===== src/rtl/alu_operand_loader_if.sv =====
// Switch bus, buttons and captured operand outputs of the ALU operand loader.
interface alu_operand_loader_if #(
    parameter int N   = 6,
    parameter int OPW = 2
);
    logic [N-1:0]   data_in;
    logic           btn_load;
    logic           btn_clear;
    logic [N-1:0]   A_num;
    logic [N-1:0]   B_num;
    logic [OPW-1:0] op_sel;
    logic           op_valid;
    logic [1:0]     state_out;

    // Board side: drives the switches and buttons, observes the captured set.
    modport master (
        output data_in, btn_load, btn_clear,
        input  A_num, B_num, op_sel, op_valid, state_out
    );

    // Loader side.
    modport slave (
        input  data_in, btn_load, btn_clear,
        output A_num, B_num, op_sel, op_valid, state_out
    );
endinterface


===== src/rtl/alu_operand_loader.sv =====
// Operand sequencer for the ALU gate stage: captures A, B and the operation
// select from a shared switch bus, one field per load-button press.
//
// state   | meaning
// WAIT_A  | next load captures operand A
// WAIT_B  | next load captures operand B / shift amount
// WAIT_OP | next load captures the operation select and raises op_valid
// READY   | full set presented; next load drops op_valid, keeps the data
module alu_operand_loader #(
    parameter int N   = 6,
    parameter int OPW = 2
) (
    input logic                clk,
    input logic                rst,
    alu_operand_loader_if.slave bus
);
    typedef enum logic [1:0] {
        WAIT_A  = 2'b00,
        WAIT_B  = 2'b01,
        WAIT_OP = 2'b10,
        READY   = 2'b11
    } state_t;

    state_t         state_q, state_d;
    logic [2:0]     load_sync, clear_sync;
    logic           load_pulse, clear_pulse;
    logic [N-1:0]   a_q, a_d, b_q, b_d;
    logic [OPW-1:0] op_q, op_d;
    logic           valid_q, valid_d;

    // Two flops of synchronisation plus one history flop per button; the
    // rising edge of the synchronised level gives a single-cycle pulse.
    always_ff @(posedge clk or negedge rst) begin
        if (!rst) begin
            load_sync  <= '0;
            clear_sync <= '0;
        end else begin
            load_sync  <= {load_sync[1:0], bus.btn_load};
            clear_sync <= {clear_sync[1:0], bus.btn_clear};
        end
    end

    assign load_pulse  = load_sync[1] & ~load_sync[2];
    assign clear_pulse = clear_sync[1] & ~clear_sync[2];

    // State and captured-field registers.
    always_ff @(posedge clk or negedge rst) begin
        if (!rst) begin
            state_q <= WAIT_A;
            a_q     <= '0;
            b_q     <= '0;
            op_q    <= '0;
            valid_q <= 1'b0;
        end else begin
            state_q <= state_d;
            a_q     <= a_d;
            b_q     <= b_d;
            op_q    <= op_d;
            valid_q <= valid_d;
        end
    end

    // Next-state and capture decode; clear overrides a coincident load.
    always_comb begin
        state_d = state_q;
        a_d     = a_q;
        b_d     = b_q;
        op_d    = op_q;
        valid_d = valid_q;
        if (clear_pulse) begin
            state_d = WAIT_A;
            a_d     = '0;
            b_d     = '0;
            op_d    = '0;
            valid_d = 1'b0;
        end else if (load_pulse) begin
            case (state_q)
                WAIT_A: begin
                    a_d     = bus.data_in;
                    state_d = WAIT_B;
                end
                WAIT_B: begin
                    b_d     = bus.data_in;
                    state_d = WAIT_OP;
                end
                WAIT_OP: begin
                    op_d    = bus.data_in[OPW-1:0];
                    valid_d = 1'b1;
                    state_d = READY;
                end
                default: begin
                    valid_d = 1'b0;
                    state_d = WAIT_A;
                end
            endcase
        end
    end

    assign bus.A_num     = a_q;
    assign bus.B_num     = b_q;
    assign bus.op_sel    = op_q;
    assign bus.op_valid  = valid_q;
    assign bus.state_out = state_q;
endmodule

===== src/flat_wrapper.sv =====
// flat-port wrapper written by rule: the top's interface ports become plain ports
module alu_operand_loader_flat 
#(
    parameter int N   = 6,
    parameter int OPW = 2
)
  (clk, rst, bus_data_in, bus_btn_load, bus_btn_clear, bus_A_num, bus_B_num, bus_op_sel, bus_op_valid, bus_state_out);
  alu_operand_loader_if #(.N(N), .OPW(OPW)) bus_i ();
  input logic clk;
  input logic rst;
  input wire logic [$bits(bus_i.data_in)-1:0] bus_data_in;
  input wire logic [$bits(bus_i.btn_load)-1:0] bus_btn_load;
  input wire logic [$bits(bus_i.btn_clear)-1:0] bus_btn_clear;
  output wire logic [$bits(bus_i.A_num)-1:0] bus_A_num;
  output wire logic [$bits(bus_i.B_num)-1:0] bus_B_num;
  output wire logic [$bits(bus_i.op_sel)-1:0] bus_op_sel;
  output wire logic [$bits(bus_i.op_valid)-1:0] bus_op_valid;
  output wire logic [$bits(bus_i.state_out)-1:0] bus_state_out;
  assign bus_i.data_in = bus_data_in;
  assign bus_i.btn_load = bus_btn_load;
  assign bus_i.btn_clear = bus_btn_clear;
  assign bus_A_num = bus_i.A_num;
  assign bus_B_num = bus_i.B_num;
  assign bus_op_sel = bus_i.op_sel;
  assign bus_op_valid = bus_i.op_valid;
  assign bus_state_out = bus_i.state_out;
  alu_operand_loader #(.N(N), .OPW(OPW)) u_core (.clk(clk), .rst(rst), .bus(bus_i));
endmodule

===== config.mk =====
export PLATFORM = sky130hd
export DESIGN_NAME = alu_operand_loader_flat
export DESIGN_NICKNAME = d
export VERILOG_FILES = /design/src/rtl/alu_operand_loader_if.sv /design/src/rtl/alu_operand_loader.sv /design/src/flat_wrapper.sv
export SDC_FILE = /design/constraint.sdc
export NUM_CORES = 1
export LEC_CHECK = 0
export CORE_MARGIN = 2
export CORE_UTILIZATION = 49
export DETAILED_ROUTE_END_ITERATION = 12
export PLACE_DENSITY = 0.82
export SLEW_MARGIN = 20
export SYNTH_ARGS = -nofsm -noshare
export SYNTH_HDL_FRONTEND = slang
export SYNTH_SLANG_ARGS = --single-unit

===== constraint.sdc =====
create_clock -name clk -period 1.7 [get_ports clk]
set_input_delay 0.425 -clock clk [delete_from_list [all_inputs] [get_ports clk]]
set_output_delay 0.425 -clock clk [all_outputs]
set_load 0.005 [all_outputs]

### After elaboration in Yosys (flattened, before gate mapping)

Cells that the tools add are included.

| storage, ports and cells | value |
|---|---|
| flip-flop bits (word level) | 23 |
| bits of input ports | 10 |
| output and inout bits | 17 |
| logic and storage cells | 39 |

| cells by class | value |
|---|---|
| eq/ne operators | 3 |
| multiplexer cells | 15 |
| bitwise logic cells | 4 |
| reductions and logical operators | 10 |

Operators with widths:

| kind | count |
|---|---|
| 6-bit 2-to-1 mux | 6 |
| 2-bit 2-to-1 mux | 5 |
| 2-bit AND reduction | 4 |
| 2-bit nonzero test | 4 |
| 2-bit one-hot mux with 3 select lines | 1 |
| 1-bit AND | 2 |
| 2-bit by 1-bit == test with 1-bit output (second input constant) | 1 |
| 2-bit == test (second input constant) | 1 |
| 2-bit zero test | 1 |
| 1-bit 2-to-1 mux | 2 |
| 2-bit by 1-bit != test with 1-bit output (second input constant) | 1 |
| 1-bit NOT | 2 |
| 1-bit one-hot mux with 2 select lines | 1 |
| 2-bit OR reduction | 1 |

### Longest topological paths before layout

Gate-level depths: netlist of the first run.

| logic depth | value |
|---|---|
| depth in word-level cells | 5 |
| mapped depth | 6 |
| mapped depth without buffers | 5 |

### Worst setup path before layout of the first run

OpenSTA, ideal clock, no wires.

| timing path | value |
|---|---|
| kind | register to register |
| from | register u_core.state_q[0] (netlist: u_core.bus.state_out[0]) |
| to | register u_core.valid_q (netlist: u_core.bus.op_valid) |
| arrival time | 1.057 ns |
| setup slack | 0.511 ns |
| stages on the path, launching flop included | 5 |
| path buffers | 0 |
| cells stage by stage | dfrtp_1 > inv_1 > ha_1 > nor4b_2 > o21ai_0 |

| on the way | value |
|---|---|
| longest elaborated chain between the ends | 5 |
| elaborated cells on any way between the ends | 9 |
| classes of those cells | 3 x eq/ne; 3 x mux; 3 x reduce/logical |

Ends and longest elaborated chain:

| element | line | RTL |
|---|---|---|
| start, declared | alu_operand_loader.sv:24 | `state_t state_q, state_d;` |
| start signal, assigned | alu_operand_loader.sv:55 | `state_q <= state_d;` |
| 2-bit by 1-bit == test with 1-bit output or 2-bit zero test (tied branches) | alu_operand_loader.sv:77 | `case (state_q)` |
| 2-bit OR reduction (no line) | n/a |  |
| 1-bit one-hot mux with 2 select lines | alu_operand_loader.sv:77 |  |
| 1-bit 2-to-1 mux | alu_operand_loader.sv:76 | `end else if (load_pulse) begin` |
| 1-bit 2-to-1 mux | alu_operand_loader.sv:70 | `if (clear_pulse) begin` |
| end signal, assigned | alu_operand_loader.sv:59 | `valid_q <= valid_d;` |
| end, declared | alu_operand_loader.sv:29 | `logic valid_q, valid_d;` |

Parallel ways exist; a longest one is shown, timed or not. The select of a mux whose other input is x is not followed.
A chain may end at the register's enable or synchronous reset.

### Worst setup path after layout of the first run

| timing path | value |
|---|---|
| from | register u_core.state_q[1] (netlist: u_core.bus.state_out[1]) |
| to | output bus_state_out[1] |

RTL lines:

| element | line | RTL |
|---|---|---|
| end, declared | flat_wrapper.sv:18 | `output wire logic [$bits(bus_i.state_out)-1:0] bus_state_out;` |

No word-level cell between the ends.

==> results of run 1 <==
## cells in the mapped netlist
library cell               instances
sky130_fd_sc_hd__nor4b_2           1
sky130_fd_sc_hd__dfrtp_1          23
sky130_fd_sc_hd__ha_1              3
sky130_fd_sc_hd__nand2_1           7
sky130_fd_sc_hd__nor2b_1           1
sky130_fd_sc_hd__inv_1             2
sky130_fd_sc_hd__o21ai_1          11
sky130_fd_sc_hd__nand2b_4          1
sky130_fd_sc_hd__a211oi_2          1
sky130_fd_sc_hd__o21ai_0           3
sky130_fd_sc_hd__and2b_1           1
sky130_fd_sc_hd__mux2i_1           1
sky130_fd_sc_hd__nand3b_1          3
sky130_fd_sc_hd__nand3_1          15
sky130_fd_sc_hd__o21ai_2           1
sky130_fd_sc_hd__nor2_1            3
sky130_fd_sc_hd__buf_6             4
## cell families (layout without fill, tap and decap cells)
group,after synthesis,after routing,share of synthesized area (%)
AO/OA/AOI/OAI,16,16,9.67
adder cells (fa/ha/maj),3,3,3.97
buffers and inverters,6,34,5.56
flip-flops,23,23,60.9
multiplexers,1,1,1.06
AND/OR/NAND/NOR,32,32,18.8
## registers in the layout (all words and copies together) (netlist names)
signal                count
u_core.bus.B_num          6
u_core.clear_sync         3
u_core.bus.A_num          6
u_core.bus.op_valid       1
u_core.bus.state_out      2
u_core.load_sync          3
u_core.bus.op_sel         2
## worst max path at each step
stage | startpoint | to | cells past startpoint
2_1_floorplan | u_core.bus.state_out[0]$_DFFE_PN0P_ | u_core.bus.op_valid$_DFFE_PN0P_ | 4
3_3_place_gp | u_core.bus.state_out[1]$_DFFE_PN0P_ | u_core.bus.B_num[3]$_DFFE_PN0P_ | 5
3_5_place_dp | u_core.bus.state_out[1]$_DFFE_PN0P_ | u_core.bus.A_num[4]$_DFFE_PN0P_ | 5
4_1_cts | u_core.bus.state_out[1]$_DFFE_PN0P_ | bus_state_out[1] | 1
5_1_grt | u_core.bus.A_num[1]$_DFFE_PN0P_ | bus_A_num[1] | 1
6_report | u_core.bus.state_out[1]$_DFFE_PN0P_ | bus_state_out[1] | 1
## cell usage in the layout, fill, tap and decap left out, drive strengths merged
master          n
o21ai          15
nand2           7
nor4b           1
nand3b          3
a211oi          1
clkdlybuf4s50  25
ha              3
mux2i           1
dfrtp          23
inv             2
clkbuf          3
dlymetal6s2s    1
nor2            3
nand3          15
and2b           1
buf             2
nand2b          1
nor2b           1
clkinv          1
## repair_timing
item / in CTS / in global routing
buffers inserted: 0 / 1
gates resized for setup: 0 / 1
setup endpoints to repair: 0 / 2
## metrics by stage
step	util (%)	setup WS (ns)	hold WS (ns)
floorplan	-	0.511	0.129
global placement	67.9	0.283	0.334
detailed placement	67.9	0.250	0.336
CTS	69.5	0.0305	0.364
global route	70.1	0.0143	0.382
finish	70.1	0.0788	0.362
## power groups by stage
stage                     sequential [mW]  combinational (mW)  clock (mW)
after detailed placement            0.654               0.273           0
after global placement              0.651               0.266           0
after CTS                           0.643               0.275       0.250
after global routing                0.649               0.309       0.273
after floorplan                     0.654               0.124           0
final                               0.641               0.279       0.240
## routing by layer
| layer | part of all wire [%] | track usage [%] | up-vias |
|---|---|---|---|
| met1 | 46 | 23.8 | 321 |
| met2 | 48 | 24.8 | 17 |
| met5 | 0 | 0 | - |
| met3 | 4.5 | 3.40 | 4 |
| met4 | 1.2 | 8.11 | 0 |
| li1 | - | - | 336 |
## cell type report
| type | count | area (sq um) | area share [%] |
|---|---|---|---|
| sequential | 23 | 576 | 46.6 |
| multi-input combinational | 52 | 317 | 25.6 |
| tap | 25 | 31.3 | 2.53 |
| inverter | 2 | 7.51 | 0.607 |
| timing repair buffer | 28 | 278 | 22.5 |
| clock inverter | 1 | 5.00 | 0.405 |
| clock buffer | 3 | 22.5 | 1.82 |
==> results.md, run 1 <==
Status:
- The run finished with clean final reports.

Synth:
- Counting every instance in the synthesized netlist gives 81.
- The post-synthesis average cell area is 11.7 sq um.
- The biggest area contributor in the post-synthesis netlist is sky130_fd_sc_hd__dfrtp_1.
- By area the synthesized netlist is led by sky130_fd_sc_hd__dfrtp_1 (61%), sky130_fd_sc_hd__nand3_1 (7.9%), sky130_fd_sc_hd__o21ai_1 (5.8%).
- The share of synthesized area in the top cell type comes to 60.9%.
- The sequential element share of the synthesized area is 60.9%.
- The synthesized design contains 23 register bits.
- Counting every net in the synthesized netlist gives 94.
- The distinct cell type count of the synthesized netlist is 17.
- The synthesis warning total is 0.
- The mapped netlist covers 945 sq um.

Drt:
- In the routed layout, each cell is associated on average with a via count of 5.06.
- The number of nets with antenna violations after routing is 0.
- The initial detailed-routing violation count is 8.
- The average wire per standard cell is 12.3 um.
- The total number of vias is 678.
- For this run, design rule violations remaining after detail routing come to 0.
- The pre-antenna-repair detailed-routing pass consisted of 4 iterations.
- For this block, the routed nets add up to 1.65 mm of wire.

Critical path:
- In this run the critical register-to-register path is launched from u_core.bus.state_out[0]$_DFFE_PN0P_.
- Data arrives at the worst endpoint at 1.20 ns.
- The critical path data required time is 1.27 ns.
- The cell at the slowest stage of the critical path is sky130_fd_sc_hd__clkdlybuf4s50_1.
- The signal on the critical path passes through clkdlybuf4s50_1.
- The endpoint identified for the worst register-to-register timing path is u_core.bus.A_num[4]$_DFFE_PN0P_.
- The critical path's top delay family is buffers and inverters.
- The total buffers and inverters traversed by the critical path is 1.
- The path type of the worst setup path is reg2out.
- In this design, the stage delay of the slowest critical-path cell is 0.51 ns.
- STA classifies the critical path startpoint as a flop.
- The largest fanout of any net on the critical path is 3.
- The register-to-register setup slack is 0.24 ns.
- The number of cell instances on the worst register-to-register path is 5.
- The worst setup path is captured at an output pin.

Global routing:
- Global routing finished with a remaining overflow of 0.
- The number of global-route vias before repair is 613.
- The first global-routing pass estimated 2.62 mm of wire.
- The number of antenna violations at the first check in global routing is 0.
- Global routing used 16.8% of the available tracks.
- Entering global routing, the biggest net connects 24 pins.

Placement:
- After detailed placement, the total cell area comes to 1200 sq um.
- The placer's final routability congestion estimate is 0.712.
- The count of buffers added on input and output ports is 26.
- The instance count after placement with tap cells included is 129.
- The HPWL after detailed placement is 1.17 mm.

Power and ir drop:
- Net switching is 26.5% of the power.
- The power after layout is 1.16 mW.
- Per report_power, the combinational group accounts for 24.0% of the total.
- VDD sags by at most 0.676 mV.
- The switching power summed over all nets is 0.307 mW.
- In this run, the clock network consumes 20.7% of the power.
- The power share of the sequential group is 55.3%.
- The internal power is 0.853 mW.
- Power spread over the standard cell area amounts to 939 nW/um^2.
- The leakage power summed over all cells is 0.552 nW.

STA:
- Subtracting the final worst setup slack from the clock period gives 1.62 ns.
- The count of endpoints failing setup in the final report is 0.
- The max-slew violation total from the final report is 0.
- Setup repair after global routing left no endpoint under its margin.
- The worst pin sits at a relative slew slack of 68.5%.
- The clock arrives with 0.00608 ns of skew.
- For the pin with the worst max-slew slack, the measured transition is 0.471 ns.
- The worst path uses 95.4% of the clock period.
- Setup total negative slack on the finished layout was measured at 0 ns.
- The final count of hold timing violations is 0.
- For this run, the top clock speed supported by timing is 617 MHz.

Die:
- In this run the vertical extent of the chip is 47.9 um.
- The core region is 1760 sq um.
- The number of top-level pins is 27.
- The floorplan die width is 47.9 um.
- The number of rows in the core area is 15.
- The initial core utilization is 53.5%.
- The die covers 2290 sq um.

Clocking:
- The number of clock buffers inserted by TritonCTS is 3.
- The number of buffers inserted for hold repair after clock tree synthesis is 0.
- The maximum number of buffers from clock root to sink is 2.
- The clock net sink count is 23.
- The library cell used as clock root buffer is sky130_fd_sc_hd__clkbuf_4.
- CTS built an H-tree with a depth of 1.
- At the later pin of the worst-skew pair, clock insertion delay measures 0.30 ns.
- Clock-pin slew was measured on the worst setup and hold paths at 0.11 ns.
- TritonCTS built the clock tree.

Hold path:
- The worst hold path terminates at u_core.clear_sync[1]$_DFF_PN0_.
- Counting instances, the worst hold path has a depth of 0.
- The classification of the worst-slack hold path is reg2reg.
- The beginning of the worst hold path is u_core.clear_sync[0]$_DFF_PN0_.

Job:
- The number of max-capacitance violations reported is 0.

Cells and area:
- The number of nets in the finished design is 123.
- The area growth from synthesis to layout is 30.9%.
- The final cell count without fillers is 134.
- The final non-filler cell area is 1240 sq um.
- The share of layout cells above drive strength 1 is 9.17%.
- The repair_antennas step left the layout with diodes totalling 0.
- The layout has 144 filler cells.
Power figures use the tool's default switching activity.
==> inputs of run 2 (changes only) <==
Settings changed: CELL_PAD_IN_SITES_DETAIL_PLACEMENT set to 0, CELL_PAD_IN_SITES_GLOBAL_PLACEMENT set to 2, CORE_UTILIZATION 49 to 31, CTS_CLUSTER_DIAMETER set to 30, GPL_ROUTABILITY_DRIVEN set to 0, PLACE_DENSITY 0.82 to not set, PLACE_DENSITY_LB_ADDON set to 0.1.
==> run 2 against run 1 <==
Sequential power is essentially flat. Utilization shrank 28 points. Worst setup slack lost 0.022 ns. Routed wire length grew 7.6%. Clock power grew 5%. Worst hold slack gained 0.0048 ns. Largest power group unchanged. Combinational power is essentially flat. Critical endpoint unchanged. Critical path depth is the same. Sequential cell count is the same.
==> results.md, run 2 (same netlist as run 1, synthesis figures left out) <==
Power and ir drop:
- In this run, the clock network consumes 21.5% of the power.
- The leakage power summed over all cells is 0.554 nW.
- The fraction of power spent switching nets is 26.8%.
- Cell internal power was estimated by the tool at 0.859 mW.
- VDD sags by at most 0.457 mV.
- The portion of total power attributed to combinational logic is 23.8%.
- Sequential cells burn 54.7% of the power.
- In this run the power spent charging and discharging nets is 0.314 mW.
- The power per cell area is 936 nW/um^2.

Drt:
- The total detailed-routing wirelength is 1.78 mm.
- The count of TritonRoute iterations in the first routing pass is 2.
- The final routed DRC violation total is 0.
- The detailed-route vias per instance is 4.71.
- The routed layout has 674 vias.
- For this block, the initial DRC count from the detailed router was 16.
- In the final routed layout, each cell accounts on average for 12.4 um.
- Once detail routing completed, the nets flagged for antenna violations numbered 0.

Placement:
- After detailed placement, the total cell area comes to 1210 sq um.
- The number of input and output port buffers inserted is 26.
- The HPWL after detailed placement is 1.24 mm.

Global routing:
- Global routing finished with a remaining overflow of 0.
- The number of global-route vias before repair came to 678.
- Across every metal layer, demand over resource in global routing totals 11.8%.
- The number of antenna violations at the first check in global routing is 0.
- The first global-routing pass estimated 3.18 mm of wire.
- The pin count of the biggest net entering global routing is 24.

Critical path:
- The worst setup path is captured at an output pin.
- For the worst flop-to-flop path, the logic depth is 5.
- The arrival time of data at the critical path endpoint is 1.22 ns.
- Setup slack on the worst reg-to-reg path comes out at 0.20 ns.
- The signal on the critical path passes through clkdlybuf4s50_1.
- For this design, the slowest cell found on the critical path is sky130_fd_sc_hd__clkdlybuf4s50_1.
- The total buffers and inverters traversed by the critical path is 1.
- In this run the critical register-to-register path is captured at u_core.bus.A_num[0]$_DFFE_PN0P_.
- Among cell families on the critical path, the largest total delay comes from buffers and inverters.
- The path type of the worst setup path is reg2out.
- Along the worst path, the maximum fanout reaches 4.
- For the worst setup path, the data required time is 1.27 ns.
- The maximum cell stage delay along the critical path is 0.52 ns.
- The beginning of the worst register-to-register path is u_core.bus.state_out[0]$_DFFE_PN0P_.
- The nature of the critical path startpoint is a flop.

Die:
- The number of rows in the core area is 20.
- Measured along the x axis, the die boundary spans 59.2 um.
- The standard cell core area is 2980 sq um.
- The die area is 3500 sq um.
- The initial utilization of the core area, before any placement, comes to 31.7%.
- For this design the top-level I/O count stands at 27.
- The die height is 59.2 um.

STA:
- The count of endpoints failing setup in the final report is 0.
- The transition time at the pin with the least slew margin is 0.470 ns.
- The final sum of negative setup slack is 0 ns.
- The timing-limited maximum frequency is 608 MHz.
- The worst-case clock skew is 0.00441 ns.
- The post-route minimum period is 1.64 ns.
- The max-slew violation total from the final report is 0.
- Setup repair after global routing left no endpoint under its margin.
- Headroom to the max-slew limit came out at 68.6%.
- In the finished design, the share of the clock period the worst path needs comes to 96.7%.
- The final count of hold timing violations is 0.

Hold path:
- The beginning of the worst hold path is u_core.clear_sync[0]$_DFF_PN0_.
- The classification of the worst-slack hold path is reg2reg.
- The worst hold path terminates at u_core.clear_sync[1]$_DFF_PN0_.
- The hold-critical path depth is 0.

Cells and area:
- The number of nets in the finished design is 124.
- The share of layout cells above drive strength 1 is 9.09%.
- The number of antenna diodes in the final layout is 0.
- The top cell types in the final layout, fill and taps aside, are sky130_fd_sc_hd__clkdlybuf4s50_1 (25), sky130_fd_sc_hd__dfrtp_1 (23), sky130_fd_sc_hd__nand3_1 (15).
- The final standard cell utilization of the core is 42.1%.
- The final non-filler cell area is 1250 sq um.
- The signed area change from the synthesized netlist to the final layout is 32.6%.
- The library cell used most frequently in the layout, excluding fill and tap cells, is sky130_fd_sc_hd__clkdlybuf4s50_1.
- The layout filler cell count is 293.

Clocking:
- In this run the number of H-tree levels came out at 1.
- The clock tree from TritonCTS is built.
- Clock-pin slew was measured on the worst setup and hold paths at 0.12 ns.
- The clock net sink count is 23.
- The clock reaches the later pin of the worst-skew pair after 0.30 ns.
- The number of buffers inserted for hold repair after clock tree synthesis is 0.
- The root buffer cell chosen for the clock tree is sky130_fd_sc_hd__clkbuf_4.
- The number of clock buffers inserted by TritonCTS is 3.
- No sink is reached through more buffers than the 2 on the longest clock path.

Job:
- Max-cap violations in this run came to 0.

Status:
- The run finished with clean final reports.
-- run 2: repair_timing --
action / CTS / global route
resized for setup: 0 / 1
hold endpoints to repair: 0 / 0
endpoints found under the setup margin: 0 / 5
buffers inserted: 0 / 2
-- run 2: how the worst max path moves through the flow --
stage / cells after the start / to / slack, ns / start
global route: 1 / bus_state_out[1] / 0.003 / u_core.bus.state_out[1]$_DFFE_PN0P_
finish: 1 / bus_state_out[1] / 0.06 / u_core.bus.state_out[1]$_DFFE_PN0P_
CTS: 1 / bus_state_out[0] / 0.007 / u_core.bus.state_out[0]$_DFFE_PN0P_
floorplan: 4 / u_core.bus.op_valid$_DFFE_PN0P_ / 0.51 / u_core.bus.state_out[0]$_DFFE_PN0P_
detailed placement: 5 / u_core.bus.A_num[0]$_DFFE_PN0P_ / 0.17 / u_core.bus.state_out[0]$_DFFE_PN0P_
global placement: 5 / u_core.bus.A_num[0]$_DFFE_PN0P_ / 0.20 / u_core.bus.state_out[0]$_DFFE_PN0P_
-- run 2: per-layer routing --
| metal | track usage [%] | wire length (um) | share of wire [%] |
|---|---|---|---|
| met5 | 0 | 0 | 0 |
| met3 | 3.28 | 74 | 4.2 |
| met2 | 19.0 | 842 | 47 |
| met1 | 15.8 | 841 | 47 |
| met4 | 2.92 | 16 | 0.90 |
-- run 2: layout make-up --
type                    count  area, sq um  share of cell area, %
inverters                   2         7.51                  0.599
repair buffers             29          285                   22.8
multi-input cells          52          317                   25.3
clock buffers               4         26.3                   2.10
flip-flops and latches     23          576                   46.0
well taps                  33         41.3                   3.30
-- run 2: through the flow --
step | power (mW) | hold WS, ns | setup slack, ns | std cells
finish | 1.17 | 0.367 | 0.0565 | 143
global route | 1.26 | 0.375 | 0.00273 | 143
CTS | 1.19 | 0.369 | 0.00661 | 141
detailed placement | 0.929 | 0.339 | 0.173 | 137
global placement | 0.928 | 0.332 | 0.201 | 137
floorplan | 0.778 | 0.129 | 0.511 | 81
-- run 2: power by group through the flow --
stage	clock [mW]	combinational (mW)	sequential, mW
after floorplan	0	0.124	0.654
after global placement	0	0.276	0.652
after detailed placement	0	0.275	0.653
after CTS	0.271	0.276	0.643
after global routing	0.291	0.317	0.652
final	0.252	0.279	0.641
